==> config.mk <==
export PLATFORM = sky130hd
export DESIGN_NAME = game_vga_timing
export DESIGN_NICKNAME = d
export VERILOG_FILES = /design/src/rtl/game_vga_timing.sv
export SDC_FILE = /design/constraint.sdc
export NUM_CORES = 1
export LEC_CHECK = 0
export CAP_MARGIN = 20
export CORE_MARGIN = 4
export CORE_UTILIZATION = 23
export CTS_CLUSTER_SIZE = 20
export DETAILED_ROUTE_END_ITERATION = 10
export GPL_TIMING_DRIVEN = 0
export PLACE_DENSITY = 0.46
export SLEW_MARGIN = 15
export SYNTH_ARGS = -nofsm -noshare
export SYNTH_HDL_FRONTEND = slang
export SYNTH_SLANG_ARGS = --single-unit
==> constraint.sdc <==
create_clock -name clk -period 2.6 [get_ports clk]
set_input_delay 0.52 -clock clk [delete_from_list [all_inputs] [get_ports clk]]
set_output_delay 0.52 -clock clk [all_outputs]
set_load 0.01 [all_outputs]
==> src/rtl/game_vga_timing.sv <==
// Free-running VGA timing generator: pixel clock-enable divider, h/v counters and registered sync/coords.
// Optional frame counter is built when GAME_VGA_FRAME_COUNTER_EN is defined; otherwise frame_count is tied to zero.
module game_vga_timing #(
    parameter int clk_mhz       = 50,
    parameter int pixel_mhz     = 25,
    parameter int screen_width  = 640,
    parameter int screen_height = 480,
    parameter int h_front       = 16,
    parameter int h_sync        = 96,
    parameter int h_back        = 48,
    parameter int v_front       = 10,
    parameter int v_sync        = 2,
    parameter int v_back        = 33,
    parameter int w_x           = $clog2(screen_width),
    parameter int w_y           = $clog2(screen_height)
) (
    input  logic           clk,
    input  logic           rst,
    output logic           pixel_strobe,
    output logic           hsync,
    output logic           vsync,
    output logic           display_on,
    output logic [w_x-1:0] x,
    output logic [w_y-1:0] y,
    output logic           frame_start,
    output logic [15:0]    frame_count
);

    localparam int DIV     = clk_mhz / pixel_mhz;
    localparam int W_D     = (DIV > 1) ? $clog2(DIV) : 1;
    localparam int H_TOTAL = screen_width + h_front + h_sync + h_back;
    localparam int V_TOTAL = screen_height + v_front + v_sync + v_back;
    localparam int W_H     = $clog2(H_TOTAL + 1);
    localparam int W_V     = $clog2(V_TOTAL + 1);

    localparam logic [W_D-1:0] DIV_LAST = W_D'(DIV - 1);
    localparam logic [W_H-1:0] H_LAST   = W_H'(H_TOTAL - 1);
    localparam logic [W_V-1:0] V_LAST   = W_V'(V_TOTAL - 1);
    localparam logic [W_H-1:0] H_ACT    = W_H'(screen_width);
    localparam logic [W_V-1:0] V_ACT    = W_V'(screen_height);
    localparam logic [W_H-1:0] HS_BEG   = W_H'(screen_width + h_front);
    localparam logic [W_H-1:0] HS_END   = W_H'(screen_width + h_front + h_sync);
    localparam logic [W_V-1:0] VS_BEG   = W_V'(screen_height + v_front);
    localparam logic [W_V-1:0] VS_END   = W_V'(screen_height + v_front + v_sync);

    logic [W_D-1:0] div_q, div_d;
    logic [W_H-1:0] h_q, h_d;
    logic [W_V-1:0] v_q, v_d;
    logic           tick;

    logic           strobe_q, hs_q, vs_q, on_q, fs_q;
    logic           hs_d, vs_d, on_d, fs_d;
    logic [w_x-1:0] x_q, x_d;
    logic [w_y-1:0] y_q, y_d;

    // Counter next-state; with DIV=1 div_q stays 0 and tick is always high.
    always_comb begin
        tick  = (div_q == DIV_LAST);
        div_d = tick ? '0 : div_q + 1'b1;
        h_d   = h_q;
        v_d   = v_q;
        if (tick) begin
            if (h_q == H_LAST) begin
                h_d = '0;
                v_d = (v_q == V_LAST) ? '0 : v_q + 1'b1;
            end else begin
                h_d = h_q + 1'b1;
            end
        end
    end

    // Outputs are decoded from the next-state counters so the flops line up with h_q/v_q.
    always_comb begin
        on_d = (h_d < H_ACT) && (v_d < V_ACT);
        x_d  = on_d ? h_d[w_x-1:0] : '0;
        y_d  = on_d ? v_d[w_y-1:0] : '0;
        hs_d = !((h_d >= HS_BEG) && (h_d < HS_END));
        vs_d = !((v_d >= VS_BEG) && (v_d < VS_END));
        fs_d = tick && (h_d == '0) && (v_d == '0);
    end

    always_ff @(posedge clk) begin
        if (rst) begin
            div_q    <= '0;
            h_q      <= H_LAST;
            v_q      <= V_LAST;
            strobe_q <= 1'b0;
            hs_q     <= 1'b1;
            vs_q     <= 1'b1;
            on_q     <= 1'b0;
            x_q      <= '0;
            y_q      <= '0;
            fs_q     <= 1'b0;
        end else begin
            div_q    <= div_d;
            h_q      <= h_d;
            v_q      <= v_d;
            strobe_q <= tick;
            hs_q     <= hs_d;
            vs_q     <= vs_d;
            on_q     <= on_d;
            x_q      <= x_d;
            y_q      <= y_d;
            fs_q     <= fs_d;
        end
    end

`ifdef GAME_VGA_FRAME_COUNTER_EN
    logic [15:0] fc_q;

    // Increments on the same edge frame_start rises, so a new frame already reads its own number.
    always_ff @(posedge clk) begin
        if (rst) begin
            fc_q <= 16'h0000;
        end else if (fs_d) begin
            fc_q <= fc_q + 16'd1;
        end
    end

    assign frame_count = fc_q;
`else
    assign frame_count = 16'h0000;
`endif

    assign pixel_strobe = strobe_q;
    assign hsync        = hs_q;
    assign vsync        = vs_q;
    assign display_on   = on_q;
    assign x            = x_q;
    assign y            = y_q;
    assign frame_start  = fs_q;

endmodule

==> results by group <==
Status
  – Outcome: finished clean

Worst setup path
  – WS Path Type: reg2reg
  – Worst-path maximum fanout: 10
  – CP required: 2.78 ns
  – Reg2Reg Setup Slack: 0.18 ns
  – FF-to-FF End: x[6]$_SDFF_PP0_
  – Worst reg-to-reg path cell count: 9
  – Startpoint types: flip-flop
  – Worst setup EP type: flip-flop
  – CP Data Arrival Time: 2.60 ns
  – Critical R2R Launch: h_q[0]$_SDFF_PP1_

Clock network
  – TritonCTS clock tree: yes
  – Clk slew on worst S/H paths: 0.08 ns
  – Skew-Pair Late Insertion Delay: 0.30 ns
  – Total number of H-tree levels: 2
  – Sink Count: 45
  – TritonCTS buffer count: 5
  – Clock Path Buffers: 2
  – Clk root buf: clkbuf_8

Placed design
  – PortBufs: 25
  – Final GP Congestion: 0.798
  – Pre-CTS setup slack: -0.113 ns
  – Placed insts: 382
  – Detailed placement HPWL: 3.81 mm

Timing
  – Worst-Margin Slew: 0.631 ns
  – Setup_tns: 0 ns
  – RSZ-0062 raised after global routing: no
  – Clock Skew: 0.00481 ns
  – Final hold violations: 0
  – Fin crit period: 2.42 ns
  – Fin Hold WS: 0.565 ns
  – Tcrit/Tclk final: 0.931
  – Fmax achieved: 413 MHz
  – PnR worst setup slack: 0.178 ns
  – Slew margin rel.: 0.577
  – Final slew viol count: 0
  – Final setup viols: 0

Yosys
  – Synth Cell Area: 2160 µm²
  – Mapped Cells: 231
  – Post-synth ARST share: 0
  – Area contributors post-synth: dfxtp_1 42%, buf_4 6.2%, nor3_2 5.1%
  – Area share of the largest cell type after synthesis: 0.416
  – Number of synthesized flops with an enable pin: 0
  – Top FF cell, synth: dfxtp_1
  – Sequential area share after synthesis: 0.416
  – Yosys cell types: 48
  – Count of state elements after synthesis: 45
  – YS warnings: 0
  – Avg Inst Size Synth: 9.37 µm²
  – Yosys top cell by area: dfxtp_1

Power and ir drop
  – Leakage power figure: 1.07 nW
  – VDD IR max: 0.203 mV
  – Pwr/cell area: 649 nW/µm²

GRT
  – Largest net degree at the start of global routing: 14
  – Initial antenna violation count: 0
  – Vias in the first global route: 1655
  – First-pass GRT wire length: 8.49 mm
  – Tot GR Track Use: 0.0979
  – Total gr overflow: 0

Hold path
  – Worst min path class: reg2reg
  – Hold EP: div_q$_SDFF_PP0_
  – Hold_sp: div_q$_SDFF_PP0_
  – Min-Delay Path Depth: 2

Finish
  – Layout cell share with drive strength beyond 1: 0.227
  – Final Non-Filler Cells: 397
  – Most common cell after layout, fill and taps aside: dfxtp_1
  – NumNets Final: 290
  – Area grow syn2layout: 29.7%
  – N_diodes: 0
  – Most frequent cells in the layout: 45 x dfxtp_1, 25 x buf_4, 25 x clkdlybuf4s50_1

Detailed routing
  – Per-cell routed wire length: 13.1 µm
  – Drt initial violations: 57
  – Total wire length: 5.19 mm
  – Antenna Violating Nets Remaining: 0
  – Routed via count: 1701
  – DRC viols: 0
  – Vias per inst: 4.28
  – Router iterations before antenna repair: 4

Floorplanning
  – Io pins: 42
  – Die ar.: 11000 µm²
  – Die Height: 105 µm
  – Initial core utilization: 0.235
  – Die Width: 105 µm
  – Core area: 9200 µm²
  – Std-Cell Rows: 35

Job
  – Max_cap viols: 0
-- final cells by class --
cell class / instances / area (µm²)
buffer: 28 / 199
clock buffer: 7 / 96.3
clock inverter: 1 / 5.00
fill: 986 / 6390
inverter: 3 / 11.3
multi-input combinational: 170 / 1150
sequential: 45 / 901
tap: 111 / 139
timing repair buffer: 32 / 303
-- repair_timing --
item / in CTS / in global routing
endpoints found under the hold margin: 0 / 0
endpoints found under the setup margin: 10 / 17
pin swaps: 1 / 2
hold buffers: 0 / 0
resized for setup: 0 / 6
setup buffers: 2 / 5
-- per-layer routing --
metal	vias to the layer above	track usage	part of all wire
li1	889	-	-
met1	767	0.119	0.46
met2	37	0.168	0.49
met3	8	0.0229	0.037
met4	0	0.0337	0.014
met5	-	0	0
-- where the power goes --
group	leakage (nW)	switching, mW	total, mW	internal, mW
combinational	0.649	0.305	0.539	0.234
sequential	0.365	0.0614	0.811	0.750
clock	0.0542	0.230	0.470	0.240
total	1.07	0.596	1.82	1.22
-- metrics by stage --
stage	total power, mW	utilization	area, µm²
CTS	1.84	0.296	2730
finish	1.82	0.305	2810
global route	1.95	0.305	2810
global placement	1.36	0.284	2610
floorplan	1.21	-	2220
detailed placement	1.36	0.284	2610
-- Yosys cell counts, types with 3 or more instances --
master / number
nor2_1: 20
dfxtp_1: 45
xnor2_1: 9
nand2b_1: 5
ha_1: 3
o21ai_0: 6
nand4_1: 6
nand2_1: 12
inv_1: 3
buf_6: 3
buf_2: 3
and3_1: 8
nor3_1: 11
buf_4: 18
or2_2: 3
o21bai_1: 3
nor3_2: 11
nor4_1: 6
nand3_1: 9
clkbuf_1: 4
xor2_1: 5
-- registers in the layout, summed over array words and instances, names as in the netlist --
| register | count |
|---|---|
| pixel_strobe | 1 |
| display_on | 1 |
| div_q | 1 |
| hsync | 1 |
| frame_start | 1 |
| x | 10 |
| v_q | 10 |
| y | 9 |
| vsync | 1 |
| h_q | 10 |
-- worst max path at each step --
stage / start / end / slack (ns)
floorplan: h_q[0]$_SDFF_PP1_ / y[3]$_SDFF_PP0_ / 0.37
global placement: h_q[0]$_SDFF_PP1_ / x[6]$_SDFF_PP0_ / -0.12
detailed placement: h_q[0]$_SDFF_PP1_ / x[6]$_SDFF_PP0_ / -0.11
CTS: h_q[0]$_SDFF_PP1_ / x[6]$_SDFF_PP0_ / 0.1
global route: h_q[0]$_SDFF_PP1_ / x[4]$_SDFF_PP0_ / 0.005
finish: h_q[0]$_SDFF_PP1_ / x[6]$_SDFF_PP0_ / 0.18
-- cells by family after synthesis --
kind of cell	synth area share
other	0.00173
DFF	0.416
muxes	0.00925
buffers and inverters	0.0971
and+or+nand+nor	0.306
xor gates and xnor gates	0.0717
adders and majority gates	0.0173
AOI/OAI and AO/OA	0.0803
-- worst max-delay path, cell delays in order, from the launching register on --
cell	delay [ns]
dfxtp_1	0.42
ha_2	0.25
and3_1	0.24
and3_1	0.17
buf_4	0.15
nand3_2	0.13
xor2_4	0.20
nor4_4	0.43
buf_6	0.23
nor3_2	0.07
Power figures use the tool's default switching activity.
